--- config.mk ---
export PLATFORM = sky130hd
export DESIGN_NAME = tl_cntr_timed_left_flat
export DESIGN_NICKNAME = d
export VERILOG_FILES = /design/src/rtl/tl_cntr_timed_left_if.sv /design/src/rtl/tl_cntr_timed_left.sv /design/src/flat_wrapper.sv
export SDC_FILE = /design/constraint.sdc
export NUM_CORES = 1
export LEC_CHECK = 0
export ABC_CLOCK_PERIOD_IN_PS = 3800
export CAP_MARGIN = 30
export CELL_PAD_IN_SITES_DETAIL_PLACEMENT = 0
export CELL_PAD_IN_SITES_GLOBAL_PLACEMENT = 1
export CORE_MARGIN = 2
export CORE_UTILIZATION = 42
export CTS_BUF_LIST = sky130_fd_sc_hd__clkbuf_8
export DETAILED_ROUTE_END_ITERATION = 10
export GPL_ROUTABILITY_DRIVEN = 0
export GPL_TIMING_DRIVEN = 0
export PLACE_DENSITY = 0.87
export SLEW_MARGIN = 15
export SYNTH_ARGS = -nofsm -noshare
export SYNTH_HDL_FRONTEND = slang
export SYNTH_SLANG_ARGS = --single-unit
--- constraint.sdc ---
create_clock -name clk -period 3.8 [get_ports clk]
set_input_delay 0.38 -clock clk [delete_from_list [all_inputs] [get_ports clk]]
set_output_delay 0.38 -clock clk [all_outputs]
set_load 0.01 [all_outputs]
--- src/rtl/tl_cntr_timed_left_if.sv ---
// Sensor and lamp bundle for the timed two-street controller with left phases.
// The intersection side (sensors in, lamps out) uses the slave modport.
interface tl_cntr_timed_left_if;
  logic       Ta;
  logic       Tal;
  logic       Tb;
  logic       Tbl;
  logic [1:0] La;
  logic [1:0] Lal;
  logic [1:0] Lb;
  logic [1:0] Lbl;
  logic [2:0] phase;

  modport master (
    output Ta, Tal, Tb, Tbl,
    input  La, Lal, Lb, Lbl, phase
  );

  modport slave (
    input  Ta, Tal, Tb, Tbl,
    output La, Lal, Lb, Lbl, phase
  );
endinterface

--- src/rtl/tl_cntr_timed_left.sv ---
// Two-street traffic light controller with protected left-turn phases,
// dwell timer, min/max green limits, fixed yellows and rest-in-green.
// Moore machine: every lamp is decoded from the registered state.
//
// state  | meaning
// A_GRN  | street A through green (rests here while B has no demand)
// A_YEL  | street A through yellow, exactly YEL_CYC cycles
// A_LGRN | street A left arrow green, MIN_LEFT..MAX_LEFT cycles
// A_LYEL | street A left arrow yellow, exactly YEL_CYC cycles
// B_GRN  | street B through green (rests here while A has no demand)
// B_YEL  | street B through yellow
// B_LGRN | street B left arrow green
// B_LYEL | street B left arrow yellow, then back to A_GRN
module tl_cntr_timed_left #(
  parameter int CNT_W    = 8,
  parameter int MIN_GRN  = 4,
  parameter int MAX_GRN  = 10,
  parameter int YEL_CYC  = 2,
  parameter int MIN_LEFT = 2,
  parameter int MAX_LEFT = 5,
  parameter int LEFT_EN  = 1
) (
  input logic               clk,
  input logic               reset,
  tl_cntr_timed_left_if.slave bus
);

  typedef enum logic [2:0] {
    A_GRN  = 3'd0,
    A_YEL  = 3'd1,
    A_LGRN = 3'd2,
    A_LYEL = 3'd3,
    B_GRN  = 3'd4,
    B_YEL  = 3'd5,
    B_LGRN = 3'd6,
    B_LYEL = 3'd7
  } state_t;

  localparam logic [1:0] LAMP_GRN = 2'b00;
  localparam logic [1:0] LAMP_YEL = 2'b01;
  localparam logic [1:0] LAMP_RED = 2'b10;

  // Thresholds are compared against t, which starts at 0 in a state's first cycle.
  localparam logic [CNT_W-1:0] MIN_GRN_T  = CNT_W'(MIN_GRN - 1);
  localparam logic [CNT_W-1:0] MAX_GRN_T  = CNT_W'(MAX_GRN - 1);
  localparam logic [CNT_W-1:0] YEL_T      = CNT_W'(YEL_CYC - 1);
  localparam logic [CNT_W-1:0] MIN_LEFT_T = CNT_W'(MIN_LEFT - 1);
  localparam logic [CNT_W-1:0] MAX_LEFT_T = CNT_W'(MAX_LEFT - 1);
  localparam logic             LEFT_ON    = (LEFT_EN != 0);

  state_t           state;
  state_t           state_nxt;
  logic [CNT_W-1:0] t;
  logic             dem_a;
  logic             dem_b;

  // Demand seen by the green street comes from the other street's sensors.
  assign dem_a = bus.Tb | bus.Tbl;
  assign dem_b = bus.Ta | bus.Tal;

  // State register and dwell timer; timer restarts on every state change and saturates.
  always_ff @(posedge clk or posedge reset) begin
    if (reset) begin
      state <= A_GRN;
      t     <= '0;
    end else begin
      state <= state_nxt;
      if (state_nxt != state) begin
        t <= '0;
      end else if (t != {CNT_W{1'b1}}) begin
        t <= t + 1'b1;
      end
    end
  end

  // Next-state decision from the current state, dwell time and sensors.
  always_comb begin
    state_nxt = state;
    case (state)
      A_GRN: begin
        if (dem_a && (t >= MIN_GRN_T) && (!bus.Ta || (t >= MAX_GRN_T))) state_nxt = A_YEL;
      end
      A_YEL: begin
        if (t == YEL_T) state_nxt = (LEFT_ON && bus.Tal) ? A_LGRN : B_GRN;
      end
      A_LGRN: begin
        if ((t >= MIN_LEFT_T) && (!bus.Tal || (t >= MAX_LEFT_T))) state_nxt = A_LYEL;
      end
      A_LYEL: begin
        if (t == YEL_T) state_nxt = B_GRN;
      end
      B_GRN: begin
        if (dem_b && (t >= MIN_GRN_T) && (!bus.Tb || (t >= MAX_GRN_T))) state_nxt = B_YEL;
      end
      B_YEL: begin
        if (t == YEL_T) state_nxt = (LEFT_ON && bus.Tbl) ? B_LGRN : A_GRN;
      end
      B_LGRN: begin
        if ((t >= MIN_LEFT_T) && (!bus.Tbl || (t >= MAX_LEFT_T))) state_nxt = B_LYEL;
      end
      B_LYEL: begin
        if (t == YEL_T) state_nxt = A_GRN;
      end
      default: state_nxt = A_GRN;
    endcase
  end

  // Lamp decode: only the lamp named by the state is lit, everything else red.
  always_comb begin
    bus.La    = LAMP_RED;
    bus.Lal   = LAMP_RED;
    bus.Lb    = LAMP_RED;
    bus.Lbl   = LAMP_RED;
    bus.phase = state;
    case (state)
      A_GRN:  bus.La  = LAMP_GRN;
      A_YEL:  bus.La  = LAMP_YEL;
      A_LGRN: bus.Lal = LAMP_GRN;
      A_LYEL: bus.Lal = LAMP_YEL;
      B_GRN:  bus.Lb  = LAMP_GRN;
      B_YEL:  bus.Lb  = LAMP_YEL;
      B_LGRN: bus.Lbl = LAMP_GRN;
      B_LYEL: bus.Lbl = LAMP_YEL;
      default: begin
        bus.La    = LAMP_GRN;
        bus.phase = 3'd0;
      end
    endcase
  end

endmodule
--- src/flat_wrapper.sv ---
// flat-port wrapper written by rule: the top's interface ports become plain ports
module tl_cntr_timed_left_flat 
#(
  parameter int CNT_W    = 8,
  parameter int MIN_GRN  = 4,
  parameter int MAX_GRN  = 10,
  parameter int YEL_CYC  = 2,
  parameter int MIN_LEFT = 2,
  parameter int MAX_LEFT = 5,
  parameter int LEFT_EN  = 1
)
  (clk, reset, bus_Ta, bus_Tal, bus_Tb, bus_Tbl, bus_La, bus_Lal, bus_Lb, bus_Lbl, bus_phase);
  tl_cntr_timed_left_if bus_i ();
  input logic clk;
  input logic reset;
  input wire logic [$bits(bus_i.Ta)-1:0] bus_Ta;
  input wire logic [$bits(bus_i.Tal)-1:0] bus_Tal;
  input wire logic [$bits(bus_i.Tb)-1:0] bus_Tb;
  input wire logic [$bits(bus_i.Tbl)-1:0] bus_Tbl;
  output wire logic [$bits(bus_i.La)-1:0] bus_La;
  output wire logic [$bits(bus_i.Lal)-1:0] bus_Lal;
  output wire logic [$bits(bus_i.Lb)-1:0] bus_Lb;
  output wire logic [$bits(bus_i.Lbl)-1:0] bus_Lbl;
  output wire logic [$bits(bus_i.phase)-1:0] bus_phase;
  assign bus_i.Ta = bus_Ta;
  assign bus_i.Tal = bus_Tal;
  assign bus_i.Tb = bus_Tb;
  assign bus_i.Tbl = bus_Tbl;
  assign bus_La = bus_i.La;
  assign bus_Lal = bus_i.Lal;
  assign bus_Lb = bus_i.Lb;
  assign bus_Lbl = bus_i.Lbl;
  assign bus_phase = bus_i.phase;
  tl_cntr_timed_left #(.CNT_W(CNT_W), .MIN_GRN(MIN_GRN), .MAX_GRN(MAX_GRN), .YEL_CYC(YEL_CYC), .MIN_LEFT(MIN_LEFT), .MAX_LEFT(MAX_LEFT), .LEFT_EN(LEFT_EN)) u_core (.clk(clk), .reset(reset), .bus(bus_i));
endmodule
==> results.md, run 1 <==
* Post-Syn Nets at 99
* Post-synthesis compound-gate area fraction at 0.1509
* TNS Setup at 0 ns
* Final slew viol count at 0
* H-tree levels at 1
* Vias at between 700 and 800
* Minimum hold slack at about 0.43 ns
* Post-layout nets at 120
* Synthesized instance count at just under 90
* Drt wl/cell at ~13 um
* Pwr dens at 744.2 nW/um^2
* Worst path cell trace: buf_2 > or2_2 > nor2_1 > clkdlybuf4s50_1
* Crit end category: output pin
* Die area at around 2300 um^2
* Tmin final at 2.127 ns
* Area growth syn-to-layout at 28.81%
* Synth top area cells: dfrtp_1 34%, ha_1 6.1%, nor3_1 4.3%
* Clock slew seen by the registers of the worst setup and hold paths at around 0.050 ns
* Worst Clk Skew at 0.003457 ns
* Critical path data arrival time at roughly 1.8 ns
* CORE AREA at between 1500 and 2000 um^2
* Clock sink count at 11
* CTS Buf Count at 3
* Number of synthesized flops with an enable pin at 0
* Final ANT Viol Nets at 0
* Async SR Flop Fraction at 1.000
* Commonest register cell after synthesis: dfrtp_1
* Slew margin rel. at 0.7146
* TritonRoute pass-1 iters at 4
* Total gr overflow at 0
* CTS root buf: clkbuf_8
* Critical path peak fanout at 10
* Mapped cell area at approximately 820 um^2
* Num ports at 17
* Slew @ Worst Pin at between 0.4 and 0.5 ns
* CP max stage cell: clkdlybuf4s50_1
* N_diodes at 0
* RSZ-0062 raised after global routing: no
* Leakage Power at between 0.4 and 0.5 nW
* WL final at approximately 1800 um
* Post-synthesis sequential area ratio at 0.3354
* Iteration-0 DRC Markers at 15
* Synth Area per Inst at about 9.2 um^2
* Yosys top cell area share at 0.3354
* Simple-Gate Fraction of Synth Area at 0.3445
* CTS tree: done
* Initial antenna violation count at 0
* Post-synth top cells: 11 x dfrtp_1, 7 x nor2_1, 7 x nor3_1
* Layout cells sized above 1 at 0.1835
* Synth area leader: dfrtp_1
* Hold Buf Count CTS at 0
* Std-Cell Rows at 15
* IO buf count at 16
* Synth warn at 0
* Post_cts resized at 0
* Multiplexer share of the synthesized area at 0.02591
* # DRC at 0
* HP Class: in -> async
* Util after Layout at 0.5930
* CTS max path bufs at 2
* Final setup viols at 0
* VDD IR-drop max at around 480 uV
* XOR/XNOR Fraction of Synth Area at 0.03201
* First-pass GRT wire length at roughly 2800 um
* Largest net degree at the start of global routing at 12
* Detailed Place HPWL at around 1300 um
* Overall global routing resource usage at 0.1760
* Period Utilization, post-route at 0.5598
* Die W at a little under 50 um
* Max_cap viols at 0
* Top-count cell post-synth: dfrtp_1
* Post-synthesis adder-cell area fraction at 0.06098
* Synth cell types at 37
* Register bit total from synthesis at 11
* Dpl ws at about 1.9 ns
* Setup Crit Path Kind: reg -> out
* Largest family of logic cells by synthesized area: simple AND/OR/NAND/NOR gates
* Final WS setup at roughly 1.7 ns
* Power Total at approximately 0.79 mW
* Post-CTS Setup Bufs at 0
* Max frequency at between 0.4 and 0.5 GHz
* CP max stage delay at roughly 0.53 ns
* Req. time, crit path at 3.42 ns
* Status: finished, final reports clean
* Crit start category: flip-flop
* Vias per Instance at between 5 and 6
* Vias in the first global route at between 600 and 700
* Final Hold Fails at 0
* Clock latency at the later pin of the worst-skew pair at about 0.24 ns
* Initial Util at 0.4604
* Chip height at slightly below 50 um
[critical path: cells and delay by family (launching register included)]
| family | cells | cell delay, ns |
|---|---|---|
| buf+inv | 2 | 0.71 |
| simple gates | 2 | 0.39 |
| flops | 1 | 0.40 |
[sequential cells by signal, summed over array words and instances, names as in the netlist]
| register | cells |
|---|---|
| u_core.bus.phase | 3 |
| u_core.t | 8 |
[per-layer routing]
metal / GRT usage / wire, um / vias to the layer above
met3: 0.03333 / 74 / 4
met1: 0.2222 / 820 / 356
met4: 0.04865 / 17 / 0
met5: 0 / 0 / -
li1: - / - / 365
met2: 0.3053 / 852 / 23
[logic make-up (layout without fill, tap and decap cells)]
kind of cell | count (synthesis) | after routing
and+or+nand+nor | 42 | 42
AOI/OAI and AO/OA | 18 | 18
DFF | 11 | 11
buffers and inverters | 9 | 29
adders and majority gates | 4 | 4
xor gates and xnor gates | 3 | 3
muxes | 2 | 2
[path summary, 6_finish.rpt]
| check | cells past startpoint | slack (ns) | endpoint | from |
|---|---|---|---|---|
| max | 4 | 1.67 | bus_La[0] | u_core.bus.phase[2] |
| min | 2 | 0.43 | u_core.t[0] | reset |
| max in group asynchronous | 2 | 3.07 | u_core.bus.phase[0] | reset |
| min in group clk | 2 | 0.65 | u_core.t[0] | u_core.t[0] |
| max reg2reg | 7 | 2.00 | u_core.t[6] | u_core.t[1] |
| min reg2reg | 2 | 0.65 | u_core.t[0] | u_core.t[0] |
[report_power, final]
part / internal (mW) / leakage (nW) / switching [mW] / total, mW
registers: 0.155 / 0.143 / 0.0369 / 0.192
logic: 0.228 / 0.282 / 0.252 / 0.480
clock network: 0.0709 / 0.0269 / 0.0438 / 0.115
total: 0.455 / 0.451 / 0.332 / 0.787
[cell usage in the layout (no fill, tap or decap), types with 2 or more instances in the layout]
master / n
clkdlybuf4s50_1: 16
dfrtp_1: 11
nor2_1: 7
nor3_1: 7
nand2_1: 6
inv_1: 6
o21ai_0: 5
nand4_1: 4
a21oi_1: 4
ha_1: 4
clkbuf_8: 3
buf_2: 2
nand2b_1: 2
and3_1: 2
xor2_1: 2
nor4_2: 2
nor4b_2: 2
o31ai_1: 2
nor2b_1: 2
[layout make-up]
class | count | area, um^2
fillers | 160 | 725.7
multi-input cells | 69 | 504.2
flip-flops and latches | 11 | 275.3
repair buffers | 16 | 160.2
clock buffers | 3 | 41.29
well taps | 25 | 31.28
plain buffers | 4 | 22.52
inverters | 5 | 18.77
clock inverters | 1 | 3.754
[metrics by stage]
step                      cells  area [um^2]
after floorplan              89        820.8
after global placement      130         1012
after detailed placement    130         1012
after CTS                   134         1057
after global routing        134         1057
final                       134         1057
(Power assumes the default switching activity.)
==> inputs of run 2 (changes only) <==
Settings changed: ABC_CLOCK_PERIOD_IN_PS 3800 to 2150, CORE_UTILIZATION 42 to 39, PLACE_DENSITY 0.87 to 0.81.
Clock period 3.8 ns to 2.15 ns, I/O delays scaled along.
==> results.md, run 2 (synthesis results as in run 1) <==
* Met3 usage at 0.04545
* Chip height at 49.88 um
* Slew margin rel. at 0.7035
* WL final at about 1800 um
* Largest net degree at the start of global routing at 12
* Overall global routing resource usage at 0.1837
* Worst Clk Skew at 0.004177 ns
* TritonRoute pass-1 iters at 4
* RSZ-0062 raised after global routing: no
* Std-Cell Rows at 16
* CTS root buf: clkbuf_8
* Placed Cells at ~130
* Post-CTS Setup Bufs at 0
* Critical path peak fanout at 10
* Area growth syn-to-layout at 29.12%
* Total gr overflow at 0
* Layout cells sized above 1 at 0.1835
* CTS Buf Count at 3
* Num ports at 17
* Final setup viols at 0
* Cell area after layout at 1060 um^2
* Final Hold Fails at 0
* HP Class: in -> async
* First-pass GRT wire length at 3450 um
* Period Utilization, post-route at 0.9162
* Final slew viol count at 0
* FILL cells at between 150 and 200
* Post-layout nets at 120
* Die W at ~50 um
* Clock sink count at 11
* # DRC at 0
* Minimum hold slack at roughly 0.27 ns
* Max_cap viols at 0
* Reg-to-reg slack, setup at about 0.38 ns
* VDD IR-drop max at 822.2 uV
* Die area at ~2500 um^2
* Tmin final at around 2 ns
* CORE AREA at 1982 um^2
* IO buf count at 16
* Hold Buf Count CTS at 0
* Critical path data arrival time at around 1.8 ns
* Clock latency at the later pin of the worst-skew pair at 0.24 ns
* Crit end category: output pin
* Setup Crit Path Kind: reg -> out
* GR Layer Usage met2 at 0.2733
* Detailed Place HPWL at roughly 1300 um
* Vias in the first global route at 750
* Drt wl/cell at 13.15 um
* Crit start category: flip-flop
* Iteration-0 DRC Markers at 8
* Fin cells at approximately 140
* Power Total at ~1.4 mW
* Worst Path Buf+Inv at 2
* Pwr dens at between 1000 and 1500 nW/um^2
* N_diodes at 0
* Vias per Instance at 5.346
* Vias at slightly above 700
* CTS tree: done
* CTS max path bufs at 2
* Commonest non-fill, non-tap cell in the layout: clkdlybuf4s50_1
* Initial Util at 0.4141
* Final ANT Viol Nets at 0
* TNS Setup at 0 ns
* H-tree levels at 1
* CP max stage cell: clkdlybuf4s50_1
* Largest Register: u_core.t
* CP max stage delay at between 0.5 and 0.6 ns
* Clock slew seen by the registers of the worst setup and hold paths at ~0.050 ns
* Met1 GRT Util at 0.2347
* Post_cts resized at 0
* Worst path cell trace: buf_2 > or2_2 > nor2_1 > clkdlybuf4s50_1
* Area after DPL at ~1000 um^2
* Max reg flops at 8
* Slew @ Worst Pin at 0.4442 ns
* GRT busiest layer: met2
* Req. time, crit path at 1.93 ns
* Max frequency at slightly above 0.5 GHz
* Status: finished, final reports clean
* Leakage Power at ~0.45 nW
* Worst path top cell family by delay: buffers and inverters
* Initial antenna violation count at 0
* Most frequent cells in the layout: 16 x clkdlybuf4s50_1, 11 x dfrtp_1, 7 x nor2_1, 7 x nor3_1
## run 2: cell counts in the layout (fill, tap and decap cells not counted)
Identical to the previous run, type by type.
## run 2: final timing paths
check | startpoint | to | cells after the start
worst min register to register | u_core.t[0] | u_core.t[0] | 2
worst max register to register | u_core.t[0] | u_core.t[6] | 6
worst max-delay path | u_core.bus.phase[2] | bus_La[0] | 4
max in group asynchronous | reset | u_core.t[3] | 2
min in group clk | u_core.t[0] | u_core.t[0] | 2
worst min-delay path | reset | u_core.t[2] | 2
## run 2: final cells by class
cell class	count	area [um^2]	share of cell area
Tap cell	27	33.78	0.03188
Multi-Input combinational cell	69	504.2	0.4758
Buffer	4	22.52	0.02125
Inverter	5	18.77	0.01771
Sequential cell	11	275.3	0.2597
Timing Repair Buffer	16	160.2	0.1511
Clock buffer	3	41.29	0.03896
Clock inverter	1	3.754	0.003542
## run 2: layer usage
metal / vias to the layer above / routed length (um)
met1: 332 / 833
met2: 22 / 806
li1: 368 / -
met3: 5 / 95
met5: - / 0
met4: 0 / 53
## run 2: metrics by stage
stage               worst slack [ns]  utilization
global placement              0.4060       0.5120
detailed placement            0.3815       0.5120
finish                        0.1802       0.5347
CTS                           0.1550       0.5347
floorplan                     0.5489            -
global route                 0.08838       0.5347
## run 2: power breakdown
group / internal [mW] / switching (mW) / total [mW]
registers: 0.274 / 0.0612 / 0.336
logic: 0.402 / 0.447 / 0.849
clock network: 0.126 / 0.0835 / 0.209
total: 0.802 / 0.592 / 1.39
==> inputs of run 3 (changes only) <==
Settings changed: CORE_MARGIN 2 to unset, CORE_UTILIZATION 39 to 30, PLACE_DENSITY 0.81 to 0.66, SLEW_MARGIN 15 to 5.
==> results.md, run 3 (synthesis results as in run 1) <==
* CP max stage delay at 0.54 ns
* Most frequent cells in the layout: 16 x clkdlybuf4s50_1, 11 x dfrtp_1, 7 x nor2_1, 7 x nor3_1
* Die W at approximately 54 um
* Final Hold Fails at 0
* Overall global routing resource usage at 0.1419
* Max frequency at roughly 0.5 GHz
* Detailed Place HPWL at 1295 um
* Largest net degree at the start of global routing at 12
* Std-Cell Rows at 18
* Max reg flops at 8
* Largest Register: u_core.t
* Leakage Power at approximately 0.45 nW
* Vias per Instance at between 5 and 6
* Final ANT Viol Nets at 0
* Fin cells at 139
* Setup Crit Path Kind: reg -> out
* Final setup viols at 0
* Drt wl/cell at 12.91 um
* # DRC at 0
* Commonest non-fill, non-tap cell in the layout: clkdlybuf4s50_1
* Status: finished, final reports clean
* CP max stage cell: clkdlybuf4s50_1
* Cell area after layout at around 1100 um^2
* Hold Buf Count CTS at 0
* Worst Clk Skew at 0.001516 ns
* VDD IR-drop max at 626.6 uV
* Area after DPL at a little over 1000 um^2
* Critical path peak fanout at 10
* Clock latency at the later pin of the worst-skew pair at around 0.24 ns
* Num ports at 17
* Pwr dens at 1305 nW/um^2
* Final slew viol count at 0
* CTS tree: done
* HP Class: in -> async
* First-pass GRT wire length at 2918 um
* Crit end category: output pin
* Layout cells sized above 1 at 0.1835
* Tmin final at a little under 2 ns
* Vias at 709
* Die area at just under 3000 um^2
* Clock slew seen by the registers of the worst setup and hold paths at 0.05 ns
* CTS max path bufs at 2
* WL final at ~1800 um
* Chip height at roughly 54 um
* Slew @ Worst Pin at ~0.44 ns
* Vias in the first global route at 645
* Clock sink count at 11
* Req. time, crit path at approximately 1.9 ns
* RSZ-0062 raised after global routing: no
* Worst path cell trace: buf_2 > or2_2 > nor2_1 > clkdlybuf4s50_1
* Initial Util at 0.3254
* CTS Buf Count at 3
* Iteration-0 DRC Markers at 10
* Critical path data arrival time at 1.75 ns
* H-tree levels at 1
* Post_cts resized at 0
* Max_cap viols at 0
* Post-CTS Setup Bufs at 0
* CORE AREA at roughly 2500 um^2
* Period Utilization, post-route at 0.9133
* Placed Cells at between 100 and 150
* CTS root buf: clkbuf_8
* Slew margin rel. at 0.7091
* Crit start category: flip-flop
* Area growth syn-to-layout at 29.57%
* IO buf count at 16
* Util after Layout at 0.4216
* Total gr overflow at 0
* Initial antenna violation count at 0
* TritonRoute pass-1 iters at 4
* N_diodes at 0
* Post-layout nets at 120
* TNS Setup at 0 ns
[run 3: cell counts in the layout (fill, tap and decap cells not counted)]
No cell type changed its count.
[run 3: final cells by class]
class,count,area (um^2)
Clock inverter,1,3.754
Fill cell,264,1459
Multi-Input combinational cell,69,504.2
Clock buffer,3,41.29
Sequential cell,11,275.3
Tap cell,30,37.54
Buffer,4,22.52
Timing Repair Buffer,16,160.2
Inverter,5,18.77
[run 3: worst paths after layout]
check / startpoint / endpoint / slack [ns] / depth (start not counted)
max reg2reg: u_core.t[0] / u_core.t[6] / 0.35 / 6
min reg2reg: u_core.t[0] / u_core.t[0] / 0.64 / 2
max: u_core.bus.phase[2] / bus_La[0] / 0.19 / 4
max in group asynchronous: reset / u_core.bus.phase[2] / 1.58 / 2
min in group clk: u_core.t[0] / u_core.t[0] / 0.64 / 2
min: reset / u_core.t[2] / 0.27 / 2
[run 3: worst max-delay path, delay by kind of cell (launching register included)]
kind	cells	cell delay [ns]
flip-flops	1	0.39
buffers and inverters	2	0.72
AND/OR/NAND/NOR	2	0.40
[run 3: power breakdown]
group	internal, mW	total (mW)	leakage, nW	switching [mW]
Combinational	0.403	0.847	0.282	0.444
Clock	0.126	0.206	0.0269	0.0801
Sequential	0.275	0.335	0.143	0.0602
[run 3: metrics by stage]
stage                     power [mW]  worst slack (ns)  hold WS (ns)
after floorplan               0.8925            0.5489       0.06744
after global placement         1.185            0.3857        0.5540
after detailed placement       1.191            0.3652        0.5515
after CTS                      1.409            0.1648        0.2886
after global routing           1.515           0.09214        0.3376
final                          1.387            0.1864        0.2742
[run 3: metal layers]
metal / GRT usage / vias to the layer above / part of all wire
met2: 0.2114 / 24 / 0.43
met3: 0.03056 / 4 / 0.063
met5: 0 / - / 0
met1: 0.1841 / 318 / 0.48
met4: 0.08974 / 0 / 0.020
li1: - / 363 / -
